<file path="src/rtl/store_merge_if.sv">
// Store-merge controller bus: store request, memory port and status.
// start is a one-cycle request taken only while busy=0; there is no ready, a start seen while busy is dropped.
interface store_merge_if;
    logic        start;
    logic [1:0]  size;
    logic [31:0] addr;
    logic [31:0] wdata;
    logic [31:0] mem_rdata;
    logic [31:0] mem_addr;
    logic [31:0] mem_wdata;
    logic        mem_wr;
    logic        busy;
    logic        done;
    logic        misalign;
    logic [2:0]  fsm_state;

    modport master (
        output start, size, addr, wdata, mem_rdata,
        input  mem_addr, mem_wdata, mem_wr, busy, done, misalign, fsm_state
    );

    modport slave (
        input  start, size, addr, wdata, mem_rdata,
        output mem_addr, mem_wdata, mem_wr, busy, done, misalign, fsm_state
    );
endinterface

</file>
<file path="src/rtl/store_merge_ctrl.sv">
// Sub-word store merge: read-modify-write for SB/SH, direct write for SW.
// Optional alignment rejection when STORE_MISALIGN_CHECK_EN is defined.
module store_merge_ctrl (
    input logic           clk,
    input logic           reset,
    store_merge_if.slave  bus
);
    typedef enum logic [2:0] {
        IDLE  = 3'd0,
        READ  = 3'd1,
        WAIT  = 3'd2,
        WRITE = 3'd3,
        ERR   = 3'd4
    } state_t;

    state_t      state_q, state_d;
    logic [1:0]  size_q;
    logic [1:0]  lane_q;
    logic [15:0] data_q;
    logic [31:0] mem_addr_q;
    logic [31:0] mem_wdata_q;
    logic        is_word;
    logic        reject;
    logic        accept;

    // Reserved size 11 only reaches the word path when alignment checking is off.
    always_comb begin
        is_word = (bus.size == 2'b00) || (bus.size == 2'b11);
`ifdef STORE_MISALIGN_CHECK_EN
        reject = (bus.size == 2'b11) ||
                 ((bus.size == 2'b01) && bus.addr[0]) ||
                 ((bus.size == 2'b00) && (bus.addr[1:0] != 2'b00));
`else
        reject = 1'b0;
`endif
        accept = (state_q == IDLE) && bus.start && !reject;
    end

    function automatic logic [31:0] merge_lane(input logic [31:0] word,
                                               input logic [1:0]  size,
                                               input logic [1:0]  lane,
                                               input logic [15:0] data);
        logic [31:0] m;
        m = word;
        if (size == 2'b01) begin
            if (lane[1]) m[31:16] = data;
            else         m[15:0]  = data;
        end else begin
            case (lane)
                2'd0:    m[7:0]   = data[7:0];
                2'd1:    m[15:8]  = data[7:0];
                2'd2:    m[23:16] = data[7:0];
                default: m[31:24] = data[7:0];
            endcase
        end
        return m;
    endfunction

    always_comb begin
        state_d = state_q;
        case (state_q)
            IDLE: begin
                if (bus.start) begin
                    if (reject)       state_d = ERR;
                    else if (is_word) state_d = WRITE;
                    else              state_d = READ;
                end
            end
            READ:    state_d = WAIT;
            WAIT:    state_d = WRITE;
            WRITE:   state_d = IDLE;
            ERR:     state_d = IDLE;
            default: state_d = IDLE;
        endcase
    end

    always_ff @(posedge clk) begin
        if (reset) begin
            state_q     <= IDLE;
            size_q      <= 2'b00;
            lane_q      <= 2'b00;
            data_q      <= 16'h0000;
            mem_addr_q  <= 32'h0000_0000;
            mem_wdata_q <= 32'h0000_0000;
        end else begin
            state_q <= state_d;
            if (accept) begin
                mem_addr_q <= {bus.addr[31:2], 2'b00};
                size_q     <= bus.size;
                lane_q     <= bus.addr[1:0];
                data_q     <= bus.wdata[15:0];
                if (is_word) mem_wdata_q <= bus.wdata;
            end
            // Read data is valid during WAIT; the merged word doubles as the captured read word.
            if (state_q == WAIT) begin
                mem_wdata_q <= merge_lane(bus.mem_rdata, size_q, lane_q, data_q);
            end
        end
    end

    assign bus.mem_addr  = mem_addr_q;
    assign bus.mem_wdata = mem_wdata_q;
    assign bus.mem_wr    = (state_q == WRITE);
    assign bus.done      = (state_q == WRITE);
    assign bus.busy      = (state_q != IDLE);
    assign bus.fsm_state = state_q;
`ifdef STORE_MISALIGN_CHECK_EN
    assign bus.misalign  = (state_q == ERR);
`else
    assign bus.misalign  = 1'b0;
`endif
endmodule

</file>
<file path="src/flat_wrapper.sv">
// flat-port wrapper written by rule: the top's interface ports become plain ports
module store_merge_ctrl_flat 
  (clk, reset, bus_start, bus_size, bus_addr, bus_wdata, bus_mem_rdata, bus_mem_addr, bus_mem_wdata, bus_mem_wr, bus_busy, bus_done, bus_misalign, bus_fsm_state);
  store_merge_if bus_i ();
  input logic clk;
  input logic reset;
  input wire logic [$bits(bus_i.start)-1:0] bus_start;
  input wire logic [$bits(bus_i.size)-1:0] bus_size;
  input wire logic [$bits(bus_i.addr)-1:0] bus_addr;
  input wire logic [$bits(bus_i.wdata)-1:0] bus_wdata;
  input wire logic [$bits(bus_i.mem_rdata)-1:0] bus_mem_rdata;
  output wire logic [$bits(bus_i.mem_addr)-1:0] bus_mem_addr;
  output wire logic [$bits(bus_i.mem_wdata)-1:0] bus_mem_wdata;
  output wire logic [$bits(bus_i.mem_wr)-1:0] bus_mem_wr;
  output wire logic [$bits(bus_i.busy)-1:0] bus_busy;
  output wire logic [$bits(bus_i.done)-1:0] bus_done;
  output wire logic [$bits(bus_i.misalign)-1:0] bus_misalign;
  output wire logic [$bits(bus_i.fsm_state)-1:0] bus_fsm_state;
  assign bus_i.start = bus_start;
  assign bus_i.size = bus_size;
  assign bus_i.addr = bus_addr;
  assign bus_i.wdata = bus_wdata;
  assign bus_i.mem_rdata = bus_mem_rdata;
  assign bus_mem_addr = bus_i.mem_addr;
  assign bus_mem_wdata = bus_i.mem_wdata;
  assign bus_mem_wr = bus_i.mem_wr;
  assign bus_busy = bus_i.busy;
  assign bus_done = bus_i.done;
  assign bus_misalign = bus_i.misalign;
  assign bus_fsm_state = bus_i.fsm_state;
  store_merge_ctrl u_core (.clk(clk), .reset(reset), .bus(bus_i));
endmodule
</file>
<file path="config.mk">
export PLATFORM = sky130hd
export DESIGN_NAME = store_merge_ctrl_flat
export DESIGN_NICKNAME = d
export VERILOG_FILES = /design/src/rtl/store_merge_if.sv /design/src/rtl/store_merge_ctrl.sv /design/src/flat_wrapper.sv
export SDC_FILE = /design/constraint.sdc
export NUM_CORES = 1
export LEC_CHECK = 0
export BUFFER_PORTS_ARGS = -buffer_cell sky130_fd_sc_hd__buf_4
export CAP_MARGIN = 40
export CORE_MARGIN = 10
export CORE_UTILIZATION = 30
export CTS_CLUSTER_DIAMETER = 120
export DETAILED_ROUTE_END_ITERATION = 6
export PLACE_DENSITY_LB_ADDON = 0.12
export SLEW_MARGIN = 20
export SYNTH_ARGS = -nofsm -noshare
export SYNTH_HDL_FRONTEND = slang
export SYNTH_SLANG_ARGS = --single-unit
</file>
<file path="constraint.sdc">
create_clock -name clk -period 1.8 [get_ports clk]
set_clock_uncertainty 0.2 [all_clocks]
set_input_delay 0.27 -clock clk [delete_from_list [all_inputs] [get_ports clk]]
set_output_delay 0.27 -clock clk [all_outputs]
set_load 0.1 [all_outputs]
</file>
==> results of run 1 <==
==> cells in the final DEF, fill, tap and decap left out, types with 3 or more instances in the layout <==
cell	netlist	layout
a211oi_1	18	16
a211oi_2	18	20
a21oi_1	64	64
a21oi_2	10	10
buf_12	0	10
buf_4	9	190
clkbuf_16	0	12
conb_1	1	4
dfxtp_1	84	82
dlygate4sd3_1	0	48
inv_1	8	4
inv_2	1	3
mux2_1	3	3
mux2_2	4	4
nand2_1	108	107
nand2b_1	7	7
nand3b_1	16	16
nor2_1	30	30
o211a_1	6	6
o21ai_0	3	3
o221ai_1	15	14
o41ai_2	14	10
o41ai_4	0	4
==> what timing repair did <==
action	4_1_cts	5_1_grt
setup endpoints to repair	3	28
resized for setup	4	14
gates cloned	0	2
hold endpoints to repair	48	0
setup buffers	4	3
hold buffers	48	0
pin swaps	0	2
==> Yosys cell counts, types with 3 or more instances <==
| cell type | n |
|---|---|
| nand2_1 | 108 |
| dfxtp_1 | 84 |
| a21oi_1 | 64 |
| nor2_1 | 30 |
| clkbuf_1 | 22 |
| a211oi_1 | 18 |
| a211oi_2 | 18 |
| nand3b_1 | 16 |
| o221ai_1 | 15 |
| o41ai_2 | 14 |
| a21oi_2 | 10 |
| buf_4 | 9 |
| buf_2 | 8 |
| inv_1 | 8 |
| nand2b_1 | 7 |
| o211a_1 | 6 |
| buf_6 | 5 |
| ha_1 | 5 |
| mux2_2 | 4 |
| mux2_1 | 3 |
| o21ai_0 | 3 |
==> worst min-delay path: stages <==
cell and delay (ns):
buf_4 0.13, nand2_1 0.07, a21oi_1 0.06
==> layout make-up <==
cell class              instances  area (sq um)
fillers                      1301          7060
well taps                     180           225
flip-flops and latches         84          1690
multi-input cells             349          2370
clock inverters                 3          42.5
clock buffers                  13           272
repair buffers                252          2180
inverters                      10          46.3
==> flip-flops by register name, summed over array words and instances (netlist names) <==
signal and cells:
u_core.size_q 2, u_core.bus.mem_addr 30, u_core.bus.fsm_state 2, u_core.bus.mem_wdata 32
u_core.lane_q 2, u_core.data_q 16
==> worst max-delay path by stage <==
stage,from,endpoint,slack [ns],cells after the start
final,u_core.bus.fsm_state[0]$_SDFFE_PP0P_,bus_busy,0.04,5
after global routing,u_core.bus.fsm_state[0]$_SDFFE_PP0P_,u_core.bus.mem_wdata[5]$_SDFFE_PP0P_,-0.005,7
after CTS,u_core.bus.fsm_state[0]$_SDFFE_PP0P_,bus_busy,0.007,5
after detailed placement,u_core.bus.fsm_state[1]$_SDFFE_PP0P_,u_core.bus.mem_wdata[10]$_SDFFE_PP0P_,0.01,7
after global placement,u_core.bus.fsm_state[0]$_SDFFE_PP0P_,u_core.bus.mem_wdata[15]$_SDFFE_PP0P_,0.03,7
after floorplan,u_core.bus.fsm_state[1]$_SDFFE_PP0P_,bus_mem_wr,-0.21,2
==> cells by family (layout without fill, tap and decap cells) <==
family,Yosys count,count (layout),synth area share (%)
DFF,84,84,39.4
buffers and inverters,57,278,7.24
adders and majority gates,5,5,1.47
other,1,4,0.0879
xor gates and xnor gates,1,1,0.381
and+or+nand+nor,169,169,17.4
muxes,7,7,1.85
AOI/OAI and AO/OA,163,163,32.2
==> routing by layer <==
metal	GRT usage, %	vias up
met5	0	-
met4	3.24	0
met3	6.67	12
met2	26.7	145
met1	17.3	2038
li1	-	2160
==> power groups by stage <==
stage | logic (W) | registers, W | clock network [W]
5_1_grt | 0.00526 | 0.00243 | 0.00209
4_1_cts | 0.00479 | 0.00239 | 0.00203
6_report | 0.00500 | 0.00239 | 0.00195
3_5_place_dp | 0.00462 | 0.00244 | 0
3_3_place_gp | 0.00458 | 0.00243 | 0
2_1_floorplan | 0.00163 | 0.00427 | 0
==> through the flow <==
step	instances	instance area (sq um)
after floorplan	490	4320
after global placement	818	5820
after detailed placement	818	5820
after CTS	886	6660
after global routing	891	6830
final	891	6830
==> summary.txt, run 1 <==
STA
  • Slew Viols, Final: 0
  • FMAX: 570 MHz
  • RSZ-0062 raised after global routing: true
  • Setup ws final: 0.0445 ns
  • Setup_tns: 0 ns
  • Final hold violation count: 0
  • Minimum clock period: 1.76 ns
  • Period utilization: 97.5%
  • Min Hold Slack: 0.0387 ns
  • Final setup vio count: 0

Hold path
  • Hold_sp: bus_size[1]
  • Hold Path Stages: 3
  • Worst hold endpoint: u_core.size_q[1]$_SDFFE_PP0P_
  • Hold/Removal Path Class: input pin to flop

Worst setup path
  • Worst Reg-to-Reg Cells: 6
  • Slowest stage delay, CP: 0.36 ns
  • Buf/Inv on CP: 4
  • Worst-path cell chain: inv_4, ha_4, buf_6, clkinvlp_4, buf_12
  • Worst EP required: 1.33 ns
  • Startpoint types: flop
  • Worst Path Arrival: 1.29 ns
  • Reg-to-Reg End: u_core.bus.mem_wdata[4]$_SDFFE_PP0P_
  • Maximum fanout along the worst path: 4
  • Worst-path cell with the longest stage delay: dfxtp_4
  • Worst reg2reg setup slack: 0.05 ns
  • Critical R2R Launch: u_core.size_q[0]$_SDFFE_PP0P_
  • Crit end category: output pin
  • Crit Path Category: flop to output pin
  • Cell family with most CP delay: buffers and inverters

Power and ir drop
  • Total power: 0.00934 W
  • Switching Share: 47.5%
  • Share of total power in the clock network: 20.9%
  • P_int: 0.00490 W
  • Leakage: 2.88 nW
  • Combinational power share: 53.5%
  • Net Switching: 0.00444 W
  • Max VDD drop: 0.868 mV
  • Pwr/cell area: 1370 nW/um^2
  • Reg power frac: 25.6%

Detailed routing
  • Avg WL per Cell: 17.7 um
  • DRT Wirelength: 15800 um
  • Avg Vias per Cell: 4.89
  • Top routing layer in use: met4
  • Met3 WL: 1260 um
  • Drt pass-1 iters: 4
  • Remaining DRCs: 0
  • Total number of vias: 4355
  • M1 wire length: 6530 um
  • Antenna Nets Post-Route: 0
  • WL met2: 7850 um
  • DR iter-0 viols: 180

CTS
  • CTS Sinks: 84
  • CTS root buffer: clkbuf_16
  • CTS tree: yes
  • Htree depth: 3
  • Worst-skew pair later-pin latency: 0.34 ns
  • Max clock buf depth: 2
  • TritonCTS buffer count: 9
  • Clock-pin slew of the registers on the worst-case setup and hold paths: 0.06 ns

Logic synthesis
  • Yosys top cell by area: dfxtp_1
  • Top area cells in the synthesized netlist: dfxtp_1, nand2_1, a21oi_1, o41ai_2, a211oi_2
  • Ys Warns: 0
  • Asr flop ratio synth: 0%
  • Post-synth EDFFs: 0
  • Yosys reg bits: 84
  • Mapped Area: 4270 sq um
  • Gate Count Post-Synth: 487
  • Primary FF master, synth: dfxtp_1
  • Syn_area_per_cell: 8.76 sq um
  • Library cells used by synthesis: 45
  • Synth top area share: 39.4%
  • Sequential fraction of the synthesis area: 39.4%

GRT
  • Initial antenna violation count: 0
  • First-pass GRT wire length: 24700 um
  • GRT Total Usage: 15.5%
  • Largest net degree at the start of global routing: 51
  • Overflow after GRT: 0
  • Vias in the first global route: 4680

Floorplan
  • Die Y: 139 um
  • Die Wd: 139 um
  • Die ar.: 19400 sq um
  • # rows: 43
  • Core footprint: 13900 sq um
  • I/O pin cnt: 172
  • Initial Utilization: 30.7%

Place
  • Gpl congestion: 0.786
  • Dpl ws: 0.0140 ns
  • Port Buffers: 167
  • DP HPWL: 11300 um

Run
  • Max-cap violations: 0

Final layout
  • Layout Nets: 812
  • Share of cells above drive strength 1: 40.5%
  • P&R area growth vs syn: 60.0%
  • # diodes: 0
  • Util after Layout: 49.2%

Outcome
  • Outcome: completed
No activity file was read; power rests on OpenSTA's default activity.
==> run 2, diff against run 1 <==
Clock period 1.8 ns to 1.9 ns, I/O delays scaled along.
==> summary.txt, run 2 (same netlist as run 1, synthesis figures left out) <==
Hold path
  • Hold/Removal Path Class: input pin to flop (unchanged)
  • Hold_sp: bus_wdata[14] (was bus_size[1])

Floorplan
  • Die ar.: 19400 sq um (unchanged)
  • I/O pin cnt: 172 (unchanged)
  • Die Wd: 139 um (unchanged)
  • Core footprint: 13900 sq um (unchanged)
  • Die Y: 139 um (unchanged)
  • Initial Utilization: 30.7% (unchanged)
  • # rows: 43 (unchanged)

CTS
  • Post-CTS setup buffer count: 0 (was 4)
  • CTS Sinks: 84 (unchanged)
  • Worst-skew pair later-pin latency: 0.34 ns (about the same)
  • Max clock buf depth: 2 (unchanged)
  • CTS tree: yes (unchanged)
  • CTS root buffer: clkbuf_16 (unchanged)
  • Clock-pin slew of the registers on the worst-case setup and hold paths: 0.06 ns (about the same)
  • TritonCTS buffer count: 9 (unchanged)
  • Htree depth: 3 (unchanged)

Detailed routing
  • Remaining DRCs: 0 (unchanged)
  • Total number of vias: 4285 (was 4355)
  • Met3 WL: 1420 um (was 1260 um)
  • Antenna Nets Post-Route: 0 (unchanged)
  • WL met2: 7110 um (was 7850 um)
  • Avg Vias per Cell: 4.92 (was 4.89)
  • Top routing layer in use: met4 (unchanged)
  • M1 wire length: 6870 um (was 6530 um)
  • DR iter-0 viols: 223 (was 180)
  • Drt pass-1 iters: 4 (unchanged)
  • Avg WL per Cell: 18.1 um (was 17.7 um)
  • DRT Wirelength: 15700 um (was 15800 um)

STA
  • FMAX: 546 MHz
  • RSZ-0062 raised after global routing: false (was true)
  • Minimum clock period: 1.83 ns
  • Final hold violation count: 0 (unchanged)
  • Final setup vio count: 0 (unchanged)
  • Slew Viols, Final: 0 (unchanged)
  • Setup_tns: 0 ns (unchanged)
  • Period utilization: 96.4%

GRT
  • Initial antenna violation count: 0 (unchanged)
  • Overflow after GRT: 0 (unchanged)
  • Largest net degree at the start of global routing: 42 (was 51)
  • Vias in the first global route: 4437 (was 4680)
  • First-pass GRT wire length: 25100 um (was 24700 um)
  • GRT Total Usage: 15.9% (was 15.5%)

Final layout
  • Layout Nets: 794 (was 812)
  • Share of cells above drive strength 1: 38.9% (was 40.5%)
  • P&R area growth vs syn: 51.5% (was 60.0%)
  • Most frequent cells in the layout: buf_4, nand2_1, dfxtp_1, a21oi_1, dlygate4sd3_1 (unchanged)
  • # diodes: 0 (unchanged)
  • Most common cell after layout, fill and taps aside: buf_4 (unchanged)
  • Max FFs per register: 32 (unchanged)
  • Design Area, Final: 6460 sq um (was 6830 sq um)

Place
  • Port Buffers: 167 (unchanged)
  • DP HPWL: 11400 um (was 11300 um)
  • Gpl congestion: 0.822 (was 0.786)
  • Dpl cell area: 5750 sq um (was 5820 sq um)

Worst setup path
  • Crit Path Category: flop to output pin (unchanged)
  • Startpoint types: flop (unchanged)
  • Crit path launch: u_core.bus.fsm_state[1]$_SDFFE_PP0P_ (was u_core.bus.fsm_state[0]$_SDFFE_PP0P_)
  • Worst EP required: 1.41 ns (was 1.33 ns)
  • Worst Path Arrival: 1.35 ns (was 1.29 ns)
  • Crit end category: output pin (unchanged)
  • Critical R2R Launch: u_core.bus.fsm_state[0]$_SDFFE_PP0P_ (was u_core.size_q[0]$_SDFFE_PP0P_)
  • Maximum fanout along the worst path: 7 (was 4)

Run
  • Max-cap violations: 0 (unchanged)

Power and ir drop
  • Leakage: 2.70 nW (was 2.88 nW)
  • Pwr/cell area: 1280 nW/um^2 (was 1370 nW/um^2)
  • Max VDD drop: 0.667 mV (was 0.868 mV)

Outcome
  • Outcome: completed (unchanged)
[run 2: final cells by class]
cell class,instances,area [sq um]
multi-input combinational,349,2310
fill,1381,7420
sequential,84,1690
tap,180,225
inverter,10,43.8
clock buffer,12,246
timing repair buffer,234,1940
clock inverter,2,11.3
[run 2: worst max-delay path, cell delays in order, from the launching register on]
cell and delay, ns:
dfxtp_4 0.38, inv_1 0.07, ha_4 0.16, buf_6 0.12, clkinvlp_4 0.09, buf_12 0.17
[run 2: where the power goes]
part	total, W	switching (W)	internal [W]
sequential	0.00228	0.000208	0.00207
clock	0.00160	0.000697	0.000906
combinational	0.00442	0.00320	0.00122
total	0.00830	0.00410	0.00420
[run 2: path summary, 6_finish.rpt]
check / slack [ns] / endpoint / depth (start not counted)
min: 0.02 / u_core.data_q[14]$_SDFFE_PP0P_ / 3
max: 0.07 / bus_busy / 5
max reg2reg: 0.09 / u_core.bus.mem_wdata[17]$_SDFFE_PP0P_ / 5
min reg2reg: 0.25 / u_core.data_q[13]$_SDFFE_PP0P_ / 2
[run 2: repair_timing]
action,CTS,global route
hold buffers,42,0
endpoints found under the hold margin,42,0
gates resized for setup,3,6
setup endpoints to repair,14,5
[run 2: layer usage]
metal  vias up  GRT usage (%)
li1       2119              -
met1      1975           19.9
met5         -              0
met2       168           24.1
met4         0           5.38
met3        23           6.53
[run 2: through the flow]
stage	hold slack (ns)	setup slack (ns)	power, W	std cells	util [%]
final	0.0154	0.0684	0.00830	871	46.6
after global routing	0.00770	0.00468	0.00871	871	46.6
after global placement	0.240	-0.0710	0.00659	815	41.4
after detailed placement	0.246	-0.0770	0.00662	815	41.4
after CTS	0.000188	0.0123	0.00834	871	46.3
after floorplan	0.186	-0.118	0.00556	490	-
==> run 3, diff against run 2 <==
Settings changed: ABC_AREA set to 1.
==> summary.txt, run 3 <==
Logic synthesis
  • Top area cells in the synthesized netlist: dfxtp_1, nand2_1, nor2_1, a21oi_1, nand3_1 (was dfxtp_1, nand2_1, a21oi_1, o41ai_2, a211oi_2)
  • Mapped Area: 4610 sq um (was 4270 sq um)
  • Synth top area share: 36.5% (was 39.4%)
  • Syn_area_per_cell: 5.99 sq um (was 8.76 sq um)
  • Library cells used by synthesis: 19 (was 45)
  • Primary FF master, synth: dfxtp_1 (unchanged)
  • Sequential fraction of the synthesis area: 36.5% (was 39.4%)
  • Count leader, synth: nand2_1 (unchanged)
  • Post-synthesis adder-cell area fraction: 1.36% (was 1.47%)
  • Yosys reg bits: 84 (unchanged)
  • Asr flop ratio synth: 0% (unchanged)
  • Ys Warns: 0 (unchanged)
  • Post-synth EDFFs: 0 (unchanged)
  • Compound-Gate Fraction of Synth Area: 13.9% (was 32.2%)
  • Post-Synth Simple-Gate Area: 37.4% (was 17.4%)
  • Yosys top cell by area: dfxtp_1 (unchanged)
  • Gate Count Post-Synth: 769 (was 487)
  • Largest family of logic cells by synthesized area: simple AND/OR/NAND/NOR gates (was compound AO/OA/AOI/OAI gates)
  • Post-Synth XOR/XNOR Area: 0% (was 0.381%)
  • Post-synthesis mux area share: 0% (was 1.85%)
  • Commonest cells post-synth: nand2_1, nor2_1, dfxtp_1, a21oi_1, nand3_1 (was nand2_1, dfxtp_1, a21oi_1, nor2_1, clkbuf_1)

Detailed routing
  • Total number of vias: 5228 (was 4285)
  • DRT Wirelength: 17500 um (was 15700 um)
  • Avg Vias per Cell: 4.61 (was 4.92)
  • Remaining DRCs: 0 (unchanged)
  • Antenna Nets Post-Route: 0 (unchanged)
  • Drt pass-1 iters: 4 (unchanged)
  • DR iter-0 viols: 248 (was 223)
  • Avg WL per Cell: 15.4 um (was 18.1 um)

Worst setup path
  • Buf/Inv on CP: 3 (was 4)
  • Worst Path Arrival: 1.32 ns (was 1.35 ns)
  • Slowest stage delay, CP: 0.39 ns (was 0.38 ns)
  • Startpoint types: flop (unchanged)
  • Cell family with most CP delay: buffers and inverters (unchanged)
  • Worst-path cell with the longest stage delay: dfxtp_4 (unchanged)
  • Crit end category: output pin (unchanged)
  • Maximum fanout along the worst path: 7 (unchanged)
  • Crit Path Category: flop to output pin (unchanged)
  • Worst-path cell chain: inv_2, ha_4, clkinvlp_4, buf_4 (was inv_1, ha_4, buf_6, clkinvlp_4, buf_12)
  • Worst EP required: 1.41 ns (about the same)

Final layout
  • Design Area, Final: 6630 sq um (was 6460 sq um)
  • Max FFs per register: 32 (unchanged)
  • Layout Cells excl Fill: 1135 (was 871)
  • Most frequent cells in the layout: nand2_1, buf_4, nor2_1, dfxtp_1, a21oi_1 (was buf_4, nand2_1, dfxtp_1, a21oi_1, dlygate4sd3_1)
  • P&R area growth vs syn: 44.0% (was 51.5%)
  • # diodes: 0 (unchanged)
  • Most common cell after layout, fill and taps aside: nand2_1 (was buf_4)
  • Fill cells: 1613 (was 1381)
  • Share of cells above drive strength 1: 23.8% (was 38.9%)
  • Layout Nets: 1048 (was 794)

STA
  • FMAX: 554 MHz (was 546 MHz)
  • Slew Viols, Final: 0 (unchanged)
  • Final hold violation count: 0 (unchanged)
  • Minimum clock period: 1.80 ns (was 1.83 ns)
  • Period utilization: 94.9% (was 96.4%)
  • Final setup vio count: 0 (unchanged)
  • Setup ws final: 0.0961 ns (was 0.0684 ns)
  • RSZ-0062 raised after global routing: false (unchanged)

GRT
  • First-pass GRT wire length: 27400 um (was 25100 um)
  • Largest net degree at the start of global routing: 42 (unchanged)
  • Vias in the first global route: 5205 (was 4437)
  • Overflow after GRT: 0 (unchanged)
  • Initial antenna violation count: 0 (unchanged)
  • GRT Total Usage: 16.8% (was 15.9%)

Power and ir drop
  • Leakage: 3.29 nW (was 2.70 nW)
  • Pwr/cell area: 1700 nW/um^2 (was 1280 nW/um^2)
  • Max VDD drop: 0.908 mV (was 0.667 mV)

Floorplan
  • Die ar.: 20700 sq um (was 19400 sq um)
  • Die Wd: 144 um (was 139 um)
  • Core footprint: 15100 sq um (was 13900 sq um)
  • # rows: 45 (was 43)
  • Die Y: 144 um (was 139 um)
  • I/O pin cnt: 172 (unchanged)
  • Initial Utilization: 30.4% (was 30.7%)

CTS
  • TritonCTS buffer count: 9 (unchanged)
  • CTS Sinks: 84 (unchanged)
  • CTS root buffer: clkbuf_16 (unchanged)
  • Worst-skew pair later-pin latency: 0.34 ns (about the same)
  • Post-CTS setup buffer count: 0 (unchanged)
  • Max clock buf depth: 2 (unchanged)
  • CTS tree: yes (unchanged)
  • Clock-pin slew of the registers on the worst-case setup and hold paths: 0.06 ns (about the same)
  • Htree depth: 3 (unchanged)

Outcome
  • Outcome: completed (unchanged)

Place
  • Port Buffers: 167 (unchanged)
  • DP Cell Count: 1091 (was 815)
  • Dpl cell area: 6080 sq um (was 5750 sq um)
  • Dpl ws: 0.191 ns (was -0.0770 ns)
  • DP HPWL: 12800 um (was 11400 um)
  • Gpl congestion: 0.865 (was 0.822)

Run
  • Max-cap violations: 0 (unchanged)

Hold path
  • Hold/Removal Path Class: input pin to flop (unchanged)
## run 3: changes by cell type in the layout (fill, tap and decap cells not counted), sizes merged, moves of 7 or more
cell and change:
a211oi -36, nor2 +91, buf -10, mux2 -7, nand2 +147, dlygate4sd3 -14
nand3b -16, nand3 +55, o41ai -14, nand2b -8, o21ai +44, inv +57
o221ai -15
## run 3: final timing paths
kind         slack (ns)                                  from  depth (start not counted)                                    end
min                0.02                           bus_size[0]                          3          u_core.size_q[0]$_SDFFE_PP0P_
max reg2reg        0.17         u_core.lane_q[1]$_SDFFE_PP0P_                          7  u_core.bus.mem_wdata[27]$_SDFFE_PP0P_
min reg2reg        0.25         u_core.size_q[1]$_SDFFE_PP0P_                          2          u_core.size_q[1]$_SDFFE_PP0P_
max                 0.1  u_core.bus.fsm_state[1]$_SDFFE_PP0P_                          4                               bus_busy
## run 3: cell families after synthesis
| kind of cell | after synthesis |
|---|---|
| flip-flops | 84 |
| AO/OA/AOI/OAI | 128 |
| AND/OR/NAND/NOR | 433 |
| adder cells (fa/ha/maj) | 5 |
| other | 1 |
| buffers and inverters | 118 |
## run 3: layout make-up
type | instances | area (sq um) | share of cell area (%)
multi-input cells | 570 | 2470 | 37.2
repair buffers | 210 | 1710 | 25.8
clock inverters | 6 | 40.0 | 0.604
clock buffers | 10 | 229 | 3.45
flip-flops and latches | 84 | 1690 | 25.5
well taps | 188 | 235 | 3.55
inverters | 67 | 260 | 3.92
## run 3: power by group
part / switching [W] / internal [W] / total [W]
sequential: 0.000368 / 0.00230 / 0.00267
combinational: 0.00530 / 0.00166 / 0.00696
clock: 0.000770 / 0.000887 / 0.00166
total: 0.00644 / 0.00485 / 0.0113
## run 3: worst register-to-register path: cells and delay by family, from the launching register on
family / cells / cell delay [ns]
simple gates: 5 / 0.51
flops: 1 / 0.49
buf+inv: 1 / 0.34
compound gates: 1 / 0.11
## run 3: what timing repair did
item / 4_1_cts / 5_1_grt
hold buffers: 28 / 0
hold endpoints to repair: 28 / 0
resized for setup: 0 / 0
## run 3: per-stage QoR
stage	total power, W	setup TNS (ns)	util [%]	hold slack, ns
2_1_floorplan	0.00797	-0.0436	-	0.233
6_report	0.0113	0	43.8	0.0201
3_3_place_gp	0.00966	0	40.2	0.245
3_5_place_dp	0.00966	0	40.2	0.247
4_1_cts	0.0114	0	43.8	0.00549
5_1_grt	0.0120	0	43.8	0.0320
## run 3: per-layer routing
| metal | up-vias | GRT usage [%] | routed length (um) | part of all wire [%] |
|---|---|---|---|---|
| li1 | 2736 | - | - | - |
| met1 | 2327 | 19.7 | 7160 | 41 |
| met2 | 150 | 27.2 | 8340 | 48 |
| met3 | 15 | 6.37 | 1750 | 10 |
| met4 | 0 | 6.07 | 257 | 1.5 |
| met5 | - | 0 | 0 | 0 |
